--- src/rtl/alu_pkg.sv ---
// Shared ALU definitions: operation codes, default datapath width and the
// output-stage state type used by the registered logic unit.
package alu_pkg;

    localparam int OP_W          = 3;
    localparam int DEFAULT_WIDTH = 4;

    localparam logic [OP_W-1:0] OP_AND   = 3'b000;
    localparam logic [OP_W-1:0] OP_OR    = 3'b001;
    localparam logic [OP_W-1:0] OP_XOR   = 3'b010;
    localparam logic [OP_W-1:0] OP_NOR   = 3'b011;
    localparam logic [OP_W-1:0] OP_NAND  = 3'b100;
    localparam logic [OP_W-1:0] OP_XNOR  = 3'b101;
    localparam logic [OP_W-1:0] OP_NOTA  = 3'b110;
    localparam logic [OP_W-1:0] OP_PASSB = 3'b111;

    typedef enum logic {
        OUT_EMPTY = 1'b0,
        OUT_FULL  = 1'b1
    } out_state_e;

endpackage

--- src/rtl/logic_unit_pipe_if.sv ---
// Operand/result stream bundle of the logic unit; the DUT side takes the
// slave modport, the producer/consumer side takes the master modport.
interface logic_unit_pipe_if import alu_pkg::*; #(
    parameter int WIDTH = DEFAULT_WIDTH
);
    logic            in_valid;
    logic            in_ready;
    logic [WIDTH-1:0] a;
    logic [WIDTH-1:0] b;
    logic [OP_W-1:0] op;
    logic            use_acc;
    logic            out_valid;
    logic            out_ready;
    logic [WIDTH-1:0] y;
    logic            zero;
    logic            parity;

    modport slave (
        input  in_valid, a, b, op, use_acc, out_ready,
        output in_ready, out_valid, y, zero, parity
    );

    modport master (
        output in_valid, a, b, op, use_acc, out_ready,
        input  in_ready, out_valid, y, zero, parity
    );

endinterface

--- src/rtl/logic_unit_core.sv ---
// Combinational bitwise operation slice with zero/parity flags; a disabled
// unit produces an all-zero result so the flags follow automatically.
module logic_unit_core import alu_pkg::*; #(
    parameter int WIDTH = DEFAULT_WIDTH
) (
    input  logic [WIDTH-1:0] a,
    input  logic [WIDTH-1:0] bx,
    input  logic [OP_W-1:0]  op,
    input  logic             enable,
    output logic [WIDTH-1:0] result,
    output logic             zero,
    output logic             parity
);

    logic [WIDTH-1:0] raw;

    always_comb begin
        raw = '0;
        case (op)
            OP_AND:   raw = a & bx;
            OP_OR:    raw = a | bx;
            OP_XOR:   raw = a ^ bx;
            OP_NOR:   raw = ~(a | bx);
            OP_NAND:  raw = ~(a & bx);
            OP_XNOR:  raw = ~(a ^ bx);
            OP_NOTA:  raw = ~a;
            OP_PASSB: raw = bx;
            default:  raw = '0;
        endcase
    end

    assign result = enable ? raw : '0;
    assign zero   = (result == '0);
    assign parity = ^result;

endmodule

--- src/rtl/logic_unit_pipe.sv ---
// Registered logic unit: one-deep valid/ready output stage around
// logic_unit_core, plus an optional accumulator for chained reductions.
module logic_unit_pipe import alu_pkg::*; #(
    parameter int WIDTH  = DEFAULT_WIDTH,
    parameter bit ACC_EN = 1'b1
) (
    input  logic              clk,
    input  logic              rst_n,
    input  logic              enable,
    input  logic              acc_clr,
    logic_unit_pipe_if.slave  bus,
    output logic [WIDTH-1:0]  acc_q
);

    out_state_e       state;
    out_state_e       next_state;
    logic             in_ready;
    logic             accept;
    logic [WIDTH-1:0] acc_r;
    logic [WIDTH-1:0] bx;
    logic [WIDTH-1:0] core_y;
    logic             core_zero;
    logic             core_parity;
    logic [WIDTH-1:0] y_q;
    logic             zero_q;
    logic             parity_q;

    assign in_ready = (state == OUT_EMPTY) || bus.out_ready;
    assign accept   = bus.in_valid && in_ready;
    assign bx       = (ACC_EN && bus.use_acc) ? acc_r : bus.b;

    logic_unit_core #(.WIDTH(WIDTH)) u_core (
        .a      (bus.a),
        .bx     (bx),
        .op     (bus.op),
        .enable (enable),
        .result (core_y),
        .zero   (core_zero),
        .parity (core_parity)
    );

    always_ff @(posedge clk or negedge rst_n) begin
        if (!rst_n) begin
            state <= OUT_EMPTY;
        end else begin
            state <= next_state;
        end
    end

    // A simultaneous drain and accept keeps the stage full for 1 beat/cycle.
    always_comb begin
        next_state = state;
        case (state)
            OUT_EMPTY: if (accept) next_state = OUT_FULL;
            OUT_FULL:  if (bus.out_ready && !accept) next_state = OUT_EMPTY;
            default:   next_state = OUT_EMPTY;
        endcase
    end

    always_ff @(posedge clk or negedge rst_n) begin
        if (!rst_n) begin
            y_q      <= '0;
            zero_q   <= 1'b1;
            parity_q <= 1'b0;
        end else if (accept) begin
            y_q      <= core_y;
            zero_q   <= core_zero;
            parity_q <= core_parity;
        end
    end

    // Clear wins over an update; the accepted beat has already used the old value.
    always_ff @(posedge clk or negedge rst_n) begin
        if (!rst_n) begin
            acc_r <= '0;
        end else if (ACC_EN) begin
            if (acc_clr) begin
                acc_r <= '0;
            end else if (accept && enable && bus.use_acc) begin
                acc_r <= core_y;
            end
        end
    end

    assign acc_q         = ACC_EN ? acc_r : '0;
    assign bus.in_ready  = in_ready;
    assign bus.out_valid = (state == OUT_FULL);
    assign bus.y         = y_q;
    assign bus.zero      = zero_q;
    assign bus.parity    = parity_q;

endmodule

--- src/flat_wrapper.sv ---
// flat-port wrapper written by rule: the top's interface ports become plain ports
module logic_unit_pipe_flat import alu_pkg::*;
#(
    parameter int WIDTH  = DEFAULT_WIDTH,
    parameter bit ACC_EN = 1'b1
)
  (clk, rst_n, enable, acc_clr, acc_q, bus_in_valid, bus_a, bus_b, bus_op, bus_use_acc, bus_out_ready, bus_in_ready, bus_out_valid, bus_y, bus_zero, bus_parity);
  logic_unit_pipe_if #(.WIDTH(WIDTH)) bus_i ();
  input  logic clk;
  input  logic rst_n;
  input  logic enable;
  input  logic acc_clr;
  output logic [WIDTH-1:0] acc_q;
  input wire logic [$bits(bus_i.in_valid)-1:0] bus_in_valid;
  input wire logic [$bits(bus_i.a)-1:0] bus_a;
  input wire logic [$bits(bus_i.b)-1:0] bus_b;
  input wire logic [$bits(bus_i.op)-1:0] bus_op;
  input wire logic [$bits(bus_i.use_acc)-1:0] bus_use_acc;
  input wire logic [$bits(bus_i.out_ready)-1:0] bus_out_ready;
  output wire logic [$bits(bus_i.in_ready)-1:0] bus_in_ready;
  output wire logic [$bits(bus_i.out_valid)-1:0] bus_out_valid;
  output wire logic [$bits(bus_i.y)-1:0] bus_y;
  output wire logic [$bits(bus_i.zero)-1:0] bus_zero;
  output wire logic [$bits(bus_i.parity)-1:0] bus_parity;
  assign bus_i.in_valid = bus_in_valid;
  assign bus_i.a = bus_a;
  assign bus_i.b = bus_b;
  assign bus_i.op = bus_op;
  assign bus_i.use_acc = bus_use_acc;
  assign bus_i.out_ready = bus_out_ready;
  assign bus_in_ready = bus_i.in_ready;
  assign bus_out_valid = bus_i.out_valid;
  assign bus_y = bus_i.y;
  assign bus_zero = bus_i.zero;
  assign bus_parity = bus_i.parity;
  logic_unit_pipe #(.WIDTH(WIDTH), .ACC_EN(ACC_EN)) u_core (.clk(clk), .rst_n(rst_n), .enable(enable), .acc_clr(acc_clr), .bus(bus_i), .acc_q(acc_q));
endmodule
--- config.mk ---
export PLATFORM = sky130hd
export DESIGN_NAME = logic_unit_pipe_flat
export DESIGN_NICKNAME = d
export VERILOG_FILES = /design/src/rtl/alu_pkg.sv /design/src/rtl/logic_unit_pipe_if.sv /design/src/rtl/logic_unit_core.sv /design/src/rtl/logic_unit_pipe.sv /design/src/flat_wrapper.sv
export SDC_FILE = /design/constraint.sdc
export NUM_CORES = 1
export LEC_CHECK = 0
export CAP_MARGIN = 20
export CORE_UTILIZATION = 35
export DETAILED_ROUTE_END_ITERATION = 8
export GPL_TIMING_DRIVEN = 0
export PLACE_DENSITY = 0.7
export SYNTH_ARGS = -nofsm -noshare
export SYNTH_HDL_FRONTEND = slang
export SYNTH_SLANG_ARGS = --single-unit
export TNS_END_PERCENT = 20
--- constraint.sdc ---
create_clock -name clk -period 3.3 [get_ports clk]
set_clock_uncertainty 0.05 [all_clocks]
set_input_delay 0.825 -clock clk [delete_from_list [all_inputs] [get_ports clk]]
set_output_delay 0.825 -clock clk [all_outputs]
set_load 0.005 [all_outputs]
# After elaboration in Yosys (flattened, before gate mapping)
# Index checks and enable logic that the tools add are counted.
[word_totals] ff_bits=11 in_bits=18 out_inout_bits=12
[classes] eq_ne=7 n_mux=8 bitwise=8 reduce_logical=10
[ops] cell="$pmux 4 s8" n=1
[ops] cell="$mux 4" n=4
[ops] cell="$not 4->4" n=4
[ops] cell="$eq 3x3->1 const B" n=4
[ops] cell="$eq 3x2->1 const B" n=2
[ops] cell="$and 4x4->4" n=1
[ops] cell="$logic_and 1x1->1" n=4
[ops] cell="$logic_not 4->1" n=1
[ops] cell="$or 4x4->4" n=1
[ops] cell="$reduce_xor 4->1" n=1
[ops] cell="$xor 4x4->4" n=1
[ops] cell="$eq 3x1->1 const B" n=1
[ops] cell="$logic_not 3->1" n=1
[ops] cell="$mux 1" n=2
[ops] cell="$pmux 1 s2" n=1
[ops] cell="$reduce_bool 2->1" n=1
[ops] cell="$logic_not 1->1" n=1
[ops] cell="$logic_or 1x1->1" n=1
[ops] cell="$not 1->1" n=1

# Longest topological paths before layout
# Gate-level depths: netlist (run 1).
[logic_depth] depth_word=7 depth_mapped=13

# Modules after synthesis
# A second synthesis (run 1) with hierarchy kept.
[hier_totals] cells_unflattened=105 hier_area_um2=1084.8
[by_module_without_submodules] module="logic_unit_core" n_inst=1 cells_per_inst=67 area_per_inst_um2=556.8 seq_area_each_um2=0.0
[by_module_without_submodules] module="logic_unit_pipe" n_inst=1 cells_per_inst=38 area_per_inst_um2=528.0 seq_area_each_um2=276.5

# Worst setup path before layout (run 1)
# Ideal clock, no wire load.
[synth_path] kind="input-to-reg" startpoint="input bus_use_acc" endpoint="register u_core.parity_q (netlist: u_core.bus.parity)" setup_time_ps=129 arrival_ps=2847 slack_ps=274 stages=12 n_path_buf=1 cell_sequence="buf_4 > mux2i_1 > ha_1 > mux2_1 > nand2_1 > o21ai_1 > o221ai_1 > nand3b_1 > ha_1 > xor2_1 > xnor2_1 > o21ai_1"
[synth_between] elab_chain_cells=6 word_cells_on_any_way=10 cone_classes="mux (3); bitwise (6); reduce/logical (1)"
[synth_rtl] element="start, declared" line="flat_wrapper.sv:18" rtl="input wire logic [$bits(bus_i.use_acc)-1:0] bus_use_acc;"
[synth_rtl] element="$mux 4 (*)" line="logic_unit_pipe.sv:30" rtl="assign bx = (ACC_EN && bus.use_acc) ? acc_r : bus.b;"
[synth_rtl] element="$xor 4x4->4 (tied with other cells)" line="logic_unit_core.sv:22, logic_unit_core.sv:25"
[synth_rtl] element="$not 4->4, on equally long branches" line="logic_unit_core.sv:25, logic_unit_core.sv:23, logic_unit_core.sv:24"
[synth_rtl] element="$pmux 4 s8 (*)" line="logic_unit_core.sv:19" rtl="case (op)"
[synth_rtl] element="$mux 4 (*)" line="logic_unit_core.sv:32" rtl="assign result = enable ? raw : '0;"
[synth_rtl] element="$reduce_xor 4->1 (*)" line="logic_unit_core.sv:34" rtl="assign parity = ^result;"
[synth_rtl] element="end signal, assigned" line="logic_unit_pipe.sv:68" rtl="parity_q <= core_parity;"
[synth_rtl] element="end, declared" line="logic_unit_pipe.sv:26" rtl="logic parity_q;"
# Mark *: on every way between the ends. The rest lies on a longest branch, timed or not.
# A chain may end at the register's enable or synchronous reset.

# Worst setup path in the final report (run 1)
[layout_path] startpoint="input bus_b[0]" endpoint="register u_core.parity_q (netlist: u_core.bus.parity)"
[layout_between] elab_chain_cells=6 word_cells_on_any_way=10 cone_classes="mux (3); bitwise (6); reduce/logical (1)"
[layout_rtl] element="start, declared" line="flat_wrapper.sv:16" rtl="input wire logic [$bits(bus_i.b)-1:0] bus_b;"
[layout_rtl] element="$mux 4 (*)" line="logic_unit_pipe.sv:30"
[layout_rtl] element="$xor 4x4->4 (tied with other cells)" line="logic_unit_core.sv:22, logic_unit_core.sv:25"
[layout_rtl] element="$not 4->4, on equally long branches" line="logic_unit_core.sv:25, logic_unit_core.sv:23, logic_unit_core.sv:24"
[layout_rtl] element="$pmux 4 s8 (*)" line="logic_unit_core.sv:19"
[layout_rtl] element="$mux 4 (*)" line="logic_unit_core.sv:32"
[layout_rtl] element="$reduce_xor 4->1 (*)" line="logic_unit_core.sv:34"
# Marks and branches as above.

==> results.py, run 1 <==
metrics = {
    "outcome": {
        "status": "finished, final reports clean",
    },
    "floorplanning": {
        "placement_rows": 18,
        "die_h_um": 55.2,
        "dieArea_mm2": 0.00304,
        "initial_utilization_pct": 38.5,
        "coreArea_mm2": 0.00257,
        "floorplan.die.width_um": 55.2,
        "boundaryPins": 30,
    },
    "placed_design": {
        "place_ws_ps": -138,
        "finalWeightedCongestion": 0.783,
        "dp.final_hpwl_um": 1810,
        "place.port_buffers": 27,
    },
    "global_route": {
        "antenna_found_initial": 0,
        "vias_in_the_first_global_route": 846,
        "grt_max_degree": 12,
        "track_usage_pct": 16.4,
        "gr-total-overflow": 0,
        "global_route_wire_length_before_repair_um": 3630,
    },
    "finish": {
        "layout.cells.most_common": "clkdlybuf4s50_1",
        "antenna-diode-count": 0,
        "mostFrequentLayoutCells": "27 x clkdlybuf4s50_1, 10 x nand2_1, 10 x dfrtp_1",
        "syn_to_final_growth_pct": 34.5,
        "area.sequential_um2": 277,
        "fillCellCount": 242,
        "layout-drive-gt1-share_pct": 13.1,
        "multiInputGateArea_um2": 644,
        "layout.core_utilization_pct": 51.9,
        "design.final.nets": 165,
    },
    "timing": {
        "rsz0062_at_grt": "false",
        "finalCritPeriodShare_pct": 95.2,
        "minimum_hold_slack_ps": 435,
        "max_freq_ghz": 0.318,
        "finalWorstSetupSlack_ps": 158,
        "maxSlewHeadroom_pct": 67.5,
        "final.setup.tns_ps": 0,
        "finalHoldViolCount": 0,
        "timing.final.max_slew_violations": 0,
        "worst_pin_slew_ps": 486,
        "setup_violations": 0,
        "finalCriticalPeriod_ps": 3140,
    },
    "synthesis": {
        "mux_cell_area_share_after_synthesis_pct": 15.0,
        "synth_compound_area_share_pct": 15.4,
        "adder_cell_share_of_the_synthesized_area_pct": 11.4,
        "combinational_family_with_the_most_area_after_synthesis": "simple AND/OR/NAND/NOR gates",
        "synth-seq-area-share_pct": 27.9,
        "synth-warning-count": 0,
        "syn-num-nets": 133,
        "post_synth.cell_area_avg_um2": 9.34,
        "mappedNetlistArea_um2": 990,
        "synth_xor_xnor_area_share_pct": 1.77,
        "synth_seq_cells": 11,
        "synthCells": 106,
        "synth_simple_gate_area_share_pct": 20.7,
        "synth_cell_types": 45,
    },
    "route": {
        "drt-pass1-iter-count": 4,
        "initialDrtViolationCount": 16,
        "drc_errors": 0,
        "wire_per_inst_um": 13.5,
        "routed_via_density": 5.31,
        "antenna_violating_nets_post_route": 0,
        "drt_wl_total_um": 2250,
        "detailroute.via_count": 887,
    },
    "pwr": {
        "powerDensity_mw_per_mm2": 305,
        "totalPowerFinal_uw": 406,
        "vdd.ir_drop.worst_mv": 0.323,
        "leakagePower_nw": 0.615,
    },
    "clocking": {
        "worst_skew_pair.late_latency_ps": 260,
        "clkTransAtPathRegs_ps": 70,
        "clock-sinks": 11,
        "cts_hold_buf": 0,
        "cts_tree": "built",
        "numCtsBuffers": 3,
        "cts-htree-levels": 1,
        "cts_setup_buffers": 0,
        "cts_repair_resize_count": 0,
        "cts_root_buf": "clkbuf_4",
        "maximum_clock_insertion_buffer_count": 2,
    },
    "worst_setup_path": {
        "worstPathMaxFanout": 3,
        "cp-start-kind": "primary input",
        "critPathSlowestCell": "clkdlybuf4s50_1",
        "critPathCaptureType": "register",
        "worstPathRequired_ps": 3400,
        "largest_stage_delay_on_the_critical_path_ps": 410,
        "timing_worst_setup_path_type": "primary input to register",
        "crit_path_cell_trace": "clkdlybuf4s50_1 -> mux2i_2 -> ha_1 -> mux2_1 -> nand2_1 -> o21ai_1 -> o221ai_1 -> nand3b_1 -> ha_1 -> xor2_1 -> xnor2_1 -> o21ai_1",
        "cp.arrival_ps": 3240,
    },
    "min_path": {
        "holdCritPathClass": "register to register",
    },
    "flow_run": {
        "max_cap_viol_count": 0,
    },
}
-- metrics by stage --
step,area [um^2],std cells
after floorplan,990,106
after global routing,1330,167
after detailed placement,1300,163
after CTS,1320,167
after global placement,1300,163
final,1330,167
-- worst paths after layout --
kind	from	endpoint	slack [ps]	cells after the start
min in group asynchronous	rst_n	u_core.bus.parity	840	1
worst min register to register	u_core.bus.zero	u_core.bus.zero	440	2
worst min-delay path	u_core.bus.zero	u_core.bus.zero	440	2
max in group asynchronous	rst_n	u_core.bus.zero	2020	1
worst max-delay path	bus_b[0]	u_core.bus.parity	160	12
worst max register to register	u_core.acc_q[0]	u_core.bus.parity	720	11
-- flip-flops by register name, summed over array words and instances, names as in the netlist --
signal,flops
u_core.bus.parity,1
u_core.acc_q,4
u_core.bus.zero,1
u_core.bus.y,4
u_core.bus.out_valid,1
-- cell usage after synthesis (all sizes together) --
master  instances  area [um^2]
o32a            1         10.0
dfstp           1         26.3
nand2b          4         25.0
nor4            2         18.8
mux2            4         48.8
nor3b           1         7.51
and4bb          2         25.0
a211oi          1         7.51
nor2b           2         12.5
buf             5         46.3
a31oi           2         18.8
and4b           1         10.0
ha              9          113
xnor2           1         8.76
o21ai           7         35.0
o31ai           1         7.51
a221o           1         10.0
nor2            7         26.3
dfrtp          10          250
or3             1         6.26
a22oi           1         7.51
o22a            1         8.76
nand2          10         37.5
mux2i          10          100
o21bai          1         7.51
o22ai           2         12.5
a21oi           3         18.8
nand3b          1         7.51
nand4           1         6.26
nand3           2         15.0
inv             8         30.0
xor2            1         8.76
and2b           1         7.51
o221ai          1         8.76
-- worst max-delay path, delay by kind of cell --
family                     cells  cell delay (ps)
AOI/OAI and AO/OA              3              350
buffers and inverters          1              410
xor gates and xnor gates       2              350
and+or+nand+nor                2              210
adders and majority gates      2              590
muxes                          2              500
-- metal layers --
metal	vias to the layer above	global-route usage, %	routed length [um]
li1	448	-	-
met4	0	3.33	17
met2	22	27.5	1090
met5	-	0	0
met3	2	3.55	84
met1	415	21.7	1060
-- cells by family after synthesis --
group,count (synthesis)
simple gates,35
compound gates,22
mux,14
buf+inv,13
flops,11
fa+ha+maj,9
xor+xnor,2
-- layout make-up --
class | count | share of cell area (%)
timing repair buffer | 27 | 20.3
clock buffer | 4 | 1.97
sequential | 11 | 20.8
buffer | 5 | 3.48
multi-input combinational | 82 | 48.4
tap | 30 | 2.82
inverter | 8 | 2.26
-- power by group --
part,internal (mW),switching [mW],leakage [nW]
logic,0.0886,0.0692,0.459
registers,0.151,0.00750,0.141
clock network,0.0468,0.0431,0.0150
total,0.287,0.120,0.615
Power figures use the tool's default switching activity.
==> run 2: changes to the inputs <==
- GPL_ROUTABILITY_DRIVEN: default -> 0
==> results of run 2 <==
No change in the layout: final DEF, timing and power equal those of run 1.
==> run 3: changes to the inputs <==
- CTS_BUF_LIST: default -> sky130_fd_sc_hd__clkbuf_8
- PLACE_DENSITY: 0.7 -> default
==> run 3 against run 2 <==
  * Clock power grew 45%
  * Hold slack worse by 14 ps
  * Largest power group is now combinational logic
  * Flip-flop and latch count stayed put
  * Utilization up 2.1 points
  * First-iteration DRC count shrank 38%
  * Critical path depth did not move
  * Cell count rose by 1.8%
  * Combinational power grew 3%
  * Critical path type unchanged
  * Critical endpoint unchanged
==> results.py, run 3 (synthesis gave the netlist of run 1 again) <==
metrics = {
    "finish": {
        "layout-drive-gt1-share_pct": 16.4,
        "design.final.nets": 168,
        "syn_to_final_growth_pct": 39.9,
        "antenna-diode-count": 0,
        "mostFrequentLayoutCells": "27 x clkdlybuf4s50_1, 10 x nand2_1, 10 x dfrtp_1",
        "layout.cells.most_common": "clkdlybuf4s50_1",
    },
    "route": {
        "drc_errors": 0,
        "detailroute.via_count": 907,
        "routed_via_density": 5.34,
        "antenna_violating_nets_post_route": 0,
        "drt_wl_total_um": 2330,
        "drt-pass1-iter-count": 4,
        "initialDrtViolationCount": 10,
        "wire_per_inst_um": 13.7,
    },
    "clocking": {
        "clkTransAtPathRegs_ps": 50,
        "numCtsBuffers": 3,
        "cts-htree-levels": 1,
        "worst_skew_pair.late_latency_ps": 240,
        "maximum_clock_insertion_buffer_count": 2,
        "cts_hold_buf": 0,
        "cts_root_buf": "clkbuf_8",
        "clock-sinks": 11,
        "cts_tree": "built",
    },
    "timing": {
        "rsz0062_at_grt": "false",
        "worst_pin_slew_ps": 501,
        "minimum_hold_slack_ps": 421,
        "finalHoldViolCount": 0,
        "timing.final.max_slew_violations": 0,
        "final.setup.tns_ps": 0,
        "finalCriticalPeriod_ps": 3150,
        "maxSlewHeadroom_pct": 66.5,
        "setup_violations": 0,
        "finalCritPeriodShare_pct": 95.3,
        "max_freq_ghz": 0.318,
    },
    "pwr": {
        "netSwitchingPower_uw": 127,
        "internal_power_uw": 326,
        "sw_frac_of_total_pct": 28.0,
        "clock_power_share_pct": 28.7,
        "leakagePower_nw": 0.642,
        "power.combinational.fraction_pct": 36.0,
        "powerDensity_mw_per_mm2": 327,
        "sequentialPowerShare_pct": 35.4,
        "vdd.ir_drop.worst_mv": 0.317,
    },
    "worst_setup_path": {
        "critPathBufInv": 1,
        "timing_worst_setup_path_type": "primary input to register",
        "critPathSlowestCell": "clkdlybuf4s50_1",
        "worstPathMaxFanout": 3,
        "cp.arrival_ps": 3210,
        "cp-start-kind": "primary input",
        "worstPathRequired_ps": 3360,
        "largest_stage_delay_on_the_critical_path_ps": 430,
        "critPathCaptureType": "register",
        "cp_top_family": "adder cells",
        "crit_path_cell_trace": "clkdlybuf4s50_1 -> mux2i_2 -> ha_1 -> mux2_1 -> nand2_1 -> o21ai_1 -> o221ai_2 -> nand3b_1 -> ha_1 -> xor2_1 -> xnor2_1 -> o21ai_1",
    },
    "global_route": {
        "global_route_wire_length_before_repair_um": 3710,
        "grt.busiest_layer": "met2",
        "grt.met2_usage_pct": 28.5,
        "track_usage_pct": 17.0,
        "vias_in_the_first_global_route": 845,
        "antenna_found_initial": 0,
        "gr-total-overflow": 0,
        "global_route.usage.met3_pct": 4.92,
        "grt_max_degree": 12,
        "global_route.usage.met1_pct": 22.4,
    },
    "floorplanning": {
        "die_h_um": 55.2,
        "placement_rows": 18,
        "dieArea_mm2": 0.00304,
        "floorplan.die.width_um": 55.2,
        "initial_utilization_pct": 38.5,
        "coreArea_mm2": 0.00257,
        "boundaryPins": 30,
    },
    "min_path": {
        "holdCritPathClass": "register to register",
    },
    "placed_design": {
        "dp.final_hpwl_um": 1810,
        "place.port_buffers": 27,
    },
    "outcome": {
        "status": "finished, final reports clean",
    },
    "flow_run": {
        "max_cap_viol_count": 0,
    },
}
-- run 3: cell count changes in the layout (fill, tap and decap cells not counted), sizes merged --
cell | before | now
buf | 5 | 8
clkbuf | 4 | 3
inv | 8 | 9
-- run 3: power by group through the flow --
stage | sequential (mW) | clock [mW] | combinational (mW)
after detailed placement | 0.162 | 0 | 0.155
after CTS | 0.160 | 0.134 | 0.156
after floorplan | 0.163 | 0 | 0.0813
final | 0.160 | 0.130 | 0.163
after global placement | 0.161 | 0 | 0.153
after global routing | 0.162 | 0.141 | 0.181
-- run 3: worst paths after layout --
path                                 startpoint                 to  slack [ps]  cells past startpoint
worst max-delay path                   bus_b[0]  u_core.bus.parity         150                     12
worst min-delay path            u_core.bus.zero    u_core.bus.zero         420                      2
worst max register to register  u_core.acc_q[0]  u_core.bus.parity         760                     11
worst min register to register  u_core.bus.zero    u_core.bus.zero         420                      2
max in group asynchronous                 rst_n    u_core.bus.zero        1970                      1
min in group asynchronous                 rst_n  u_core.bus.parity         880                      1
-- run 3: worst reg2reg max path, delay by kind of cell (launching register included) --
kind                     cells  cell delay [ps]
multiplexers                 2              520
AND/OR/NAND/NOR              2              210
AO/OA/AOI/OAI                3              330
flip-flops                   1              410
XOR/XNOR                     2              320
adder cells (fa/ha/maj)      2              590
-- run 3: area by class of cell --
class                           instances  area (um^2)
Clock inverter                          1         3.75
Buffer                                  5         46.3
Fill cell                             258         1180
Inverter                                8         30.0
Clock buffer                            3         41.3
Tap cell                               30         37.5
Multi-Input combinational cell         82          657
Sequential cell                        11          277
Timing Repair Buffer                   30          293
-- run 3: metrics by stage --
stage          cells  util [%]  power (mW)  worst slack (ps)  area (um^2)
6_report         170      53.9       0.452               155         1390
5_1_grt          170      53.9       0.484              3.63         1390
4_1_cts          167      52.3       0.451              39.2         1340
3_5_place_dp     163      50.5       0.318              -204         1300
3_3_place_gp     163      50.5       0.314              -101         1300
2_1_floorplan    106         -       0.244               274          990
-- run 3: timing repair --
action	4_1_cts	5_1_grt
setup endpoints to repair	0	1
gates resized for setup	0	4
buffers inserted	0	3
-- run 3: layer usage --
metal	vias up	wire (um)
met2	24	1060
met3	0	112
met1	431	1160
met4	0	0
met5	-	0
li1	452	-
